File: config.mk
export PLATFORM = sky130hd
export DESIGN_NAME = lut_func_engine
export DESIGN_NICKNAME = d
export VERILOG_FILES = /design/src/rtl/lut_func_pkg.sv /design/src/rtl/lut_func_scan.sv /design/src/rtl/lut_func_engine.sv
export SDC_FILE = /design/constraint.sdc
export NUM_CORES = 1
export LEC_CHECK = 0
export CORE_ASPECT_RATIO = 1.4
export CORE_MARGIN = 1
export CORE_UTILIZATION = 60
export DETAILED_ROUTE_END_ITERATION = 7
export DONT_BUFFER_PORTS = 1
export GPL_TIMING_DRIVEN = 0
export MAX_ROUTING_LAYER = met4
export PLACE_DENSITY = 0.85
export SYNTH_ARGS = -nofsm -noshare
export SYNTH_HDL_FRONTEND = slang
export SYNTH_SLANG_ARGS = --single-unit
File: constraint.sdc
create_clock -name clk -period 5.7 [get_ports clk]
set_input_delay 0.57 -clock clk [delete_from_list [all_inputs] [get_ports clk]]
set_output_delay 0.57 -clock clk [all_outputs]
set_load 0.02 [all_outputs]
File: src/rtl/lut_func_pkg.sv
// lut_func_pkg: shared scan states, default constants and width helpers for lut_func_engine
package lut_func_pkg;
    typedef enum logic [1:0] {IDLE, RUN, DONE} scan_state_e;
    localparam logic [4:0]  DEF_FLAG_KEY  = 5'b11001;
    localparam logic [15:0] DEF_RESET_TT0 = 16'h0AB7;
    function automatic int sel_w(input int n_func);
        return n_func > 1 ? $clog2(n_func) : 1;
    endfunction
    function automatic int cnt_w(input int n_in);
        return n_in + 1;
    endfunction
endpackage

File: src/rtl/lut_func_scan.sv
// lut_func_scan: walks one truth-table row a minterm per cycle and reports its ones count
module lut_func_scan import lut_func_pkg::*; #(
    parameter  int N_IN   = 4,
    parameter  int N_FUNC = 4,
    localparam int SW     = sel_w(N_FUNC),
    localparam int CW     = cnt_w(N_IN)
) (
    input  logic                 clk,
    input  logic                 rst,
    input  logic                 start_i,
    input  logic [SW-1:0]        func_i,
    input  logic [2**N_IN-1:0]   row_i,
    output logic                 busy_o,
    output logic                 done_o,
    output logic [SW-1:0]        func_o,
    output logic [CW-1:0]        count_o
);
    scan_state_e     state_q, state_d;
    logic [N_IN-1:0] idx_q;
    logic [CW-1:0]   acc_q, acc_d;

    always_ff @(posedge clk) state_q <= rst ? IDLE : state_d;

    always_comb begin
        state_d = state_q == IDLE ? (!start_i ? IDLE : int'(func_i) < N_FUNC ? RUN : DONE) :
                  state_q == RUN  ? (&idx_q ? DONE : RUN) :
                  IDLE;
    end

    always_comb begin
        busy_o = state_q != IDLE;
        done_o = state_q == DONE;
    end

    assign acc_d = acc_q + CW'(row_i[idx_q]);

    always_ff @(posedge clk) begin
        if (rst) begin
            func_o  <= '0;
            idx_q   <= '0;
            acc_q   <= '0;
            count_o <= '0;
        end else begin
            if (state_q == IDLE && start_i) begin
                func_o <= func_i;
                idx_q  <= '0;
                acc_q  <= '0;
            end
            if (state_q == RUN) begin
                idx_q <= idx_q + N_IN'(1);
                acc_q <= acc_d;
            end
            if (state_d == DONE && state_q != DONE) count_o <= state_q == RUN ? acc_d : '0;
        end
    end
endmodule

File: src/rtl/lut_func_engine.sv
// lut_func_engine: run-time loadable, flag-gated truth-table evaluator with a concurrent minterm scan
module lut_func_engine import lut_func_pkg::*; #(
    parameter  int                 N_IN      = 4,
    parameter  int                 N_FUNC    = 4,
    parameter  int                 FLAG_W    = 5,
    parameter  logic [FLAG_W-1:0]  FLAG_KEY  = DEF_FLAG_KEY,
    parameter  logic [2**N_IN-1:0] RESET_TT0 = DEF_RESET_TT0,
    localparam int                 SW        = sel_w(N_FUNC),
    localparam int                 CW        = cnt_w(N_IN),
    localparam int                 D         = 2**N_IN
) (
    input  logic              clk,
    input  logic              rst,
    input  logic              cfg_we,
    input  logic [SW-1:0]     cfg_sel,
    input  logic [N_IN-1:0]   cfg_addr,
    input  logic              cfg_data,
    output logic              cfg_err,
    input  logic              in_valid,
    output logic              in_ready,
    input  logic [FLAG_W-1:0] in_flag,
    input  logic [SW-1:0]     in_func,
    input  logic [N_IN-1:0]   in_vars,
    output logic              out_valid,
    input  logic              out_ready,
    output logic              out_y,
    output logic              out_en,
    input  logic              scan_start,
    input  logic [SW-1:0]     scan_func,
    output logic              scan_busy,
    output logic              scan_done,
    output logic [CW-1:0]     scan_count
);
    logic [D-1:0]  tt_q [N_FUNC];
    logic [D-1:0]  eval_row, scan_row;
    logic [SW-1:0] scan_f;
    logic          cfg_ok, en_d, cfg_err_q, out_valid_q, out_y_q, out_en_q;

    // Row muxes never index past N_FUNC; out-of-range selects read as all-zero
    always_comb begin
        eval_row = '0;
        scan_row = '0;
        for (int i = 0; i < N_FUNC; i++) begin
            eval_row = in_func == SW'(i) ? tt_q[i] : eval_row;
            scan_row = scan_f  == SW'(i) ? tt_q[i] : scan_row;
        end
    end

    assign cfg_ok = int'(cfg_sel) < N_FUNC && !(scan_busy && cfg_sel == scan_f);

    always_ff @(posedge clk) begin
        if (rst) begin
            for (int i = 0; i < N_FUNC; i++) tt_q[i] <= i == 0 ? RESET_TT0 : '0;
            cfg_err_q <= 1'b0;
        end else begin
            for (int i = 0; i < N_FUNC; i++)
                if (cfg_we && cfg_ok && cfg_sel == SW'(i)) tt_q[i][cfg_addr] <= cfg_data;
            cfg_err_q <= cfg_we && !cfg_ok;
        end
    end

    assign in_ready = !out_valid_q || out_ready;
    assign en_d     = in_flag == FLAG_KEY && int'(in_func) < N_FUNC;

    always_ff @(posedge clk) begin
        if (rst) begin
            out_valid_q <= 1'b0;
            out_y_q     <= 1'b0;
            out_en_q    <= 1'b0;
        end else if (in_ready) begin
            out_valid_q <= in_valid;
            if (in_valid) begin
                out_en_q <= en_d;
                out_y_q  <= en_d && eval_row[in_vars];
            end
        end
    end

    assign cfg_err   = cfg_err_q;
    assign out_valid = out_valid_q;
    assign out_y     = out_y_q;
    assign out_en    = out_en_q;

    lut_func_scan #(.N_IN(N_IN), .N_FUNC(N_FUNC)) u_scan (
        .clk     (clk),
        .rst     (rst),
        .start_i (scan_start),
        .func_i  (scan_func),
        .row_i   (scan_row),
        .busy_o  (scan_busy),
        .done_o  (scan_done),
        .func_o  (scan_f),
        .count_o (scan_count)
    );
endmodule

After elaboration in Yosys (flattened, before gate mapping)

Memory sizes are Yosys's and may differ from the RTL's.
Cells that the tools add are included.
Widths: inputs -> output; s select.

Register bits after elaboration: 22
Bits in writable memories: 64
Input port bits: 26
Output and inout bits: 12
Logic and storage cells: 218
Memories kept: 1

Add/sub/neg operators: 2
$lt $le $gt $ge: 4
Equal/unequal tests: 15
Mux-type cells: 101
Bitwise gates (word level): 64
Reduce and logical (&&, ||, !) cells: 22

Memory list:

| name | words | bits a word | rd ports | clocked after memory_dff | write ports | RTL line              | source |
|---|---|---|---|---|---|---|---|
| tt_q | 4     | 16          | 4        | 0                        | 4           | lut_func_engine.sv:34 | `logic [D-1:0] tt_q [N_FUNC];` |

Operator list:

| operator            | number |
|---|---|
| $mux 16             | 12 |
| $mux 1              | 78 |
| $or 1x1->1          | 64 |
| $eq 2x2->1 const B  | 8 |
| $lt 4x5->1 const B  | 3 |
| $mux 5              | 3 |
| $logic_and 1x1->1   | 11 |
| $bmux 1 s4          | 2 |
| $eq 2x1->1 const B  | 4 |
| $logic_not 2->1     | 4 |
| $mux 4              | 2 |
| $mux 2              | 3 |
| $add 5x1->5         | 1 |
| $eq 5x5->1 const B  | 1 |
| $add 4x1->4 const B | 1 |
| $demux 1 s4         | 1 |
| $ge 4x1->1 const B  | 1 |
| $reduce_and 4->1    | 1 |
| $reduce_bool 2->1   | 2 |
| $eq 2x2->1          | 1 |
| $logic_not 1->1     | 2 |
| $ne 2x2->1 const B  | 1 |
| $reduce_and 2->1    | 1 |
| $logic_or 1x1->1    | 1 |

Depth between registers and ports, before layout

Depth after elaboration: 9
Gate-level depth with buffers: 14

Hierarchy

From an unflattened synthesis, not the netlist that was laid out.

Cell total of the unflattened synthesis: 473
Area, all modules: 5180.0 µm²

By module, submodules not included:

| module          | times used | cells an instance | area an instance (µm²) | sequential area each (µm²) |
|---|---|---|---|---|
| lut_func_engine | 1          | 373               | 4224.1                 | 2001.9 |
| lut_func_scan   | 1          | 100               | 955.9                  | 360.3 |

Worst setup path before layout

No wires, ideal clock.

Path kind: flip-flop to flip-flop
From: register u_scan.func_o[0]
To: register u_scan.acc_q[2]
Setup time: 128 ps
Arrival: 2528 ps
Data required time: 5572 ps
Slack: 3045 ps
Stages on the path, launching flop included: 12
Path buffers: 1
Clock period less this slack: 2655 ps
Cells stage by stage: dfxtp_1 buf_4 mux4_2 mux2_2 a221oi_1 nor2_1 a32o_1 ha_1 ha_1 mux2_2 a22oi_1 nor2_1

Cells in the longest elaborated chain, start to end: 9

RTL lines:

| what                           | RTL line              | source |
|---|---|---|
| start: declaration             | lut_func_scan.sv:15   | `output logic [SW-1:0] func_o,` |
| start signal: assignment       | lut_func_scan.sv:45   | `func_o <= func_i;` |
| $logic_not 2->1                | lut_func_engine.sv:45 | `scan_row = scan_f == SW'(i) ? tt_q[i] : scan_row;` |
| $mux 16 (3 in series)          | lut_func_engine.sv:45 |  |
| $mux 16 *                      | lut_func_engine.sv:45 |  |
| $bmux 1 s4 *                   | lut_func_scan.sv:35   | `assign acc_d = acc_q + CW'(row_i[idx_q]);` |
| $mux 1 (not written as such) * | lut_func_scan.sv:35   |  |
| $add 5x1->5 *                  | lut_func_scan.sv:35   |  |
| $mux 5 *                       | lut_func_scan.sv:49   | `if (state_q == RUN) begin` |
| end signal: assignment         | lut_func_scan.sv:41   | `acc_q <= '0;` |
| end signal: assignment         | lut_func_scan.sv:47   | `acc_q <= '0;` |
| end signal: assignment         | lut_func_scan.sv:51   | `acc_q <= acc_d;` |
| end: declaration               | lut_func_scan.sv:20   | `logic [CW-1:0] acc_q, acc_d;` |

Every way passes the cells marked *; elsewhere a longest branch is shown, timed or not. The select of a mux whose other input is x is not followed.
A chain may end at the register's enable or synchronous reset.

Final worst setup path

From: register u_scan.idx_q[0]
To: register u_scan.acc_q[4]

Cells in the longest elaborated chain, start to end: 4

RTL lines:

| what                         | RTL line            | source |
|---|---|---|
| start: declaration           | lut_func_scan.sv:19 | `logic [N_IN-1:0] idx_q;` |
| start signal: assignment     | lut_func_scan.sv:50 | `idx_q <= idx_q + N_IN'(1);` |
| $bmux 1 s4                   | lut_func_scan.sv:35 |  |
| $mux 1 (not written as such) | lut_func_scan.sv:35 |  |
| $add 5x1->5                  | lut_func_scan.sv:35 |  |
| $mux 5                       | lut_func_scan.sv:49 |  |

No other way between the ends. The select of a mux whose other input is x is not followed.

==> summary.md <==
| Metric | Value |
|---|---|
| Outcome | `complete, no violations` |
| Post-CTS Hold Fix Bufs | `0` |
| Final hold slack | `roughly 0.35 ns` |
| Non-filler instance count after layout | `approximately 640` |
| Async SR Flop Fraction | `0` |
| Worst reg2reg startpoint | `u_scan.idx_q[0]$_SDFFE_PP0P_` |
| CP max FO | `10` |
| Synth Warn # | `0` |
| Final nets | `about 560` |
| 1st-pass router iterations | `5` |
| Starting Density | `0.6288` |
| Chip Height | `approximately 110 um` |
| Post-CTS sizing | `0` |
| H-tree levels | `3` |
| Hold EP | `out_valid$_SDFFE_PP0N_` |
| Worst-Skew Late Latency | `~0.35 ns` |
| Max Freq | `roughly 300 MHz` |
| Leakage | `around 2.1 nW` |
| Layout area overhead | `8.659%` |
| Seq/Total Area, Yosys | `0.4529` |
| Max_cap viols | `0` |
| Post-route clock period utilization | `0.5799` |
| Initial antenna violation count | `0` |
| Crit Path Category | `flip-flop to flip-flop` |
| Tightest Hold Check Type | `primary input to flip-flop` |
| Chip Width | `roughly 81 um` |
| Max VDD drop | `~220 uV` |
| Worst Max-Slew Pin Slew | `~0.75 ns` |
| N_diodes | `0` |
| Area leader, netlist | `edfxtp_1` |
| HPWL after detailed placement | `around 11000 um` |
| Worst hold stages | `2` |
| Area taken by multi-input logic gates | `between 2000 and 3000 um2` |
| Fin crit period | `3.305 ns` |
| Clk_skew | `between 0.006 and 0.007 ns` |
| Max Root-Sink Buffers | `2` |
| Placed Area | `around 5300 um2` |
| # rows | `39` |
| Fill cells | `~630` |
| CTS tree | `done` |
| Worst EP required | `around 5.9 ns` |
| Synth Instances | `roughly 520` |
| CTS clk-pin slew, worst paths | `around 0.060 ns` |
| First DRT Iteration DRCs | `approximately 400` |
| Layout cells sized above 1 | `0.1199` |
| Ports | `38` |
| All-Layer GR Usage | `0.3514` |
| CTS Root Cell | `clkbuf_16` |
| Routed Antenna Nets | `0` |
| Design Area, Final | `~5700 um2` |
| Post-layout util | `0.6833` |
| Post-synth top cells | `nor2_1, edfxtp_1, nand2_1` |
| Synthesized Nets | `547` |
| Top cells by area, synth | `edfxtp_1, dfxtp_1, mux2i_1` |
| Number of port buffers | `0` |
| Unrepaired setup endpoints after global routing | `no` |
| Synth Flop Type | `edfxtp_1` |
| PwrDens | `approximately 270 nW/um2` |
| DRC | `0` |
| R2r setup slk | `roughly 2.4 ns` |
| Number of cells after detailed placement | `620` |
| Worst path arrival time | `roughly 3.5 ns` |
| DR vias/cell | `between 6 and 7` |
| Overall routed net length | `between 10000 and 15000 um` |
| Yosys cell types | `50` |
| Synth top area share | `0.3684` |
| Crit end category | `flip-flop` |
| Syn avg cell area | `a little over 10 um2` |
| Flops & latches, synth | `86` |
| Largest net degree at the start of global routing | `16` |
| Min-delay src | `in_valid` |
| Final Hold Vio Count | `0` |
| Final setup fails | `0` |
| Slew Limit Fails | `0` |
| Post-CTS Setup Inserts | `0` |
| FF/Latch Area | `between 2000 and 2500 um2` |
| Congestion Overflow GR | `0` |
| Worst reg-to-reg path cell count | `12` |
| Vias in the first global route | `between 4000 and 5000` |
| Routed via count | `4357` |
| Clock sinks | `86` |
| Area of the core | `8295 um2` |
| Top-count cell post-synth | `nor2_1` |
| Slew HR | `0.5011` |
| CP Launch Type | `flip-flop` |
| R2R Path End | `u_scan.acc_q[4]$_SDFFE_PP0P_` |
| Gpl congestion | `roughly 0.97` |
| Die area | `between 9000 and 10000 um2` |
| EDFF count, synth | `64` |
| Setup TNS | `0 ns` |
| CTS Buf Count | `9` |
| DR WL/cell | `22.62 um` |
| Post-synthesis cell area | `roughly 5200 um2` |
| Global-route wire length before repair | `22470 um` |
[where the power goes]
group | internal [mW] | switching (mW) | leakage, nW
Sequential | 0.691 | 0.0148 | 0.803
Combinational | 0.0719 | 0.106 | 1.13
Clock | 0.388 | 0.263 | 0.157
Total | 1.15 | 0.384 | 2.09
[sequential cells by signal, summed over array words and instances (netlist names), 2 cells and up]
name	flops
u_scan.idx_q	4
u_scan.count_o	5
u_scan.state_q	2
tt_q	64
u_scan.acc_q	5
u_scan.func_o	2
[per-stage QoR]
step	setup WS, ns	power, mW
3_3_place_gp	2.583	0.8850
3_5_place_dp	2.533	0.8908
2_1_floorplan	3.045	0.8465
4_1_cts	2.513	1.527
5_1_grt	2.212	1.568
6_report	2.395	1.535
[layout by cell type, fill, tap and decap left out, types with 7 or more instances in the layout]
| master | count |
|---|---|
| nor3_1 | 10 |
| mux2i_1 | 34 |
| nand2b_1 | 8 |
| a21oi_1 | 18 |
| mux4_2 | 14 |
| clkbuf_1 | 22 |
| inv_1 | 7 |
| o21bai_1 | 27 |
| nor2b_1 | 8 |
| a21o_1 | 34 |
| dfxtp_1 | 22 |
| a22oi_1 | 8 |
| clkbuf_16 | 9 |
| nand2_1 | 38 |
| o21ai_0 | 8 |
| buf_2 | 16 |
| nand3_1 | 19 |
| nor2_1 | 87 |
| edfxtp_1 | 64 |
[routing by layer]
| metal | up-vias | part of all wire | GRT usage |
|---|---|---|---|
| li1 | 1941 | - | - |
| met1 | 2087 | 0.35 | 0.3811 |
| met2 | 268 | 0.51 | 0.5591 |
| met3 | 61 | 0.084 | 0.1008 |
| met4 | 0 | 0.054 | 0.2119 |
| met5 | - | 0 | - |
[critical path, stage by stage, from the launching register on]
cell and delay, ns:
dfxtp_1 0.34, clkbuf_1 0.45, clkbuf_1 0.47, mux4_2 0.38, nand2_1 0.17, nand4_1 0.12
a32o_1 0.28, ha_1 0.19, ha_1 0.23, nand3_1 0.18, nor3_1 0.06, o21ai_0 0.19
a21oi_1 0.08
[layout make-up]
type,instances,area share
Multi-Input combinational cell,381,0.4609
Sequential cell,86,0.4168
Clock buffer,10,0.04040
Buffer,44,0.03797
Tap cell,102,0.02252
Clock inverter,6,0.01678
Inverter,7,0.004636
[kinds of logic (layout without fill, tap and decap cells)]
| logic type | after synthesis | count (layout) | share of synthesized area |
|---|---|---|---|
| xor+xnor | 5 | 5 | 0.008395 |
| simple gates | 193 | 193 | 0.1674 |
| fa+ha+maj | 3 | 3 | 0.007197 |
| mux | 54 | 54 | 0.1415 |
| flops | 86 | 86 | 0.4529 |
| buf+inv | 51 | 67 | 0.04630 |
| compound gates | 126 | 126 | 0.1763 |
[worst max path at each step]
stage                                   from                      endpoint  slack [ns]
4_1_cts         u_scan.idx_q[0]$_SDFFE_PP0P_  u_scan.acc_q[4]$_SDFFE_PP0P_        2.51
6_report        u_scan.idx_q[0]$_SDFFE_PP0P_  u_scan.acc_q[4]$_SDFFE_PP0P_        2.39
3_5_place_dp    u_scan.idx_q[0]$_SDFFE_PP0P_  u_scan.acc_q[4]$_SDFFE_PP0P_        2.53
5_1_grt         u_scan.idx_q[0]$_SDFFE_PP0P_  u_scan.acc_q[4]$_SDFFE_PP0P_        2.21
3_3_place_gp    u_scan.idx_q[0]$_SDFFE_PP0P_  u_scan.acc_q[4]$_SDFFE_PP0P_        2.58
2_1_floorplan  u_scan.func_o[0]$_SDFFE_PP0P_  u_scan.acc_q[2]$_SDFFE_PP0P_        3.04
Power figures use the tool's default switching activity.
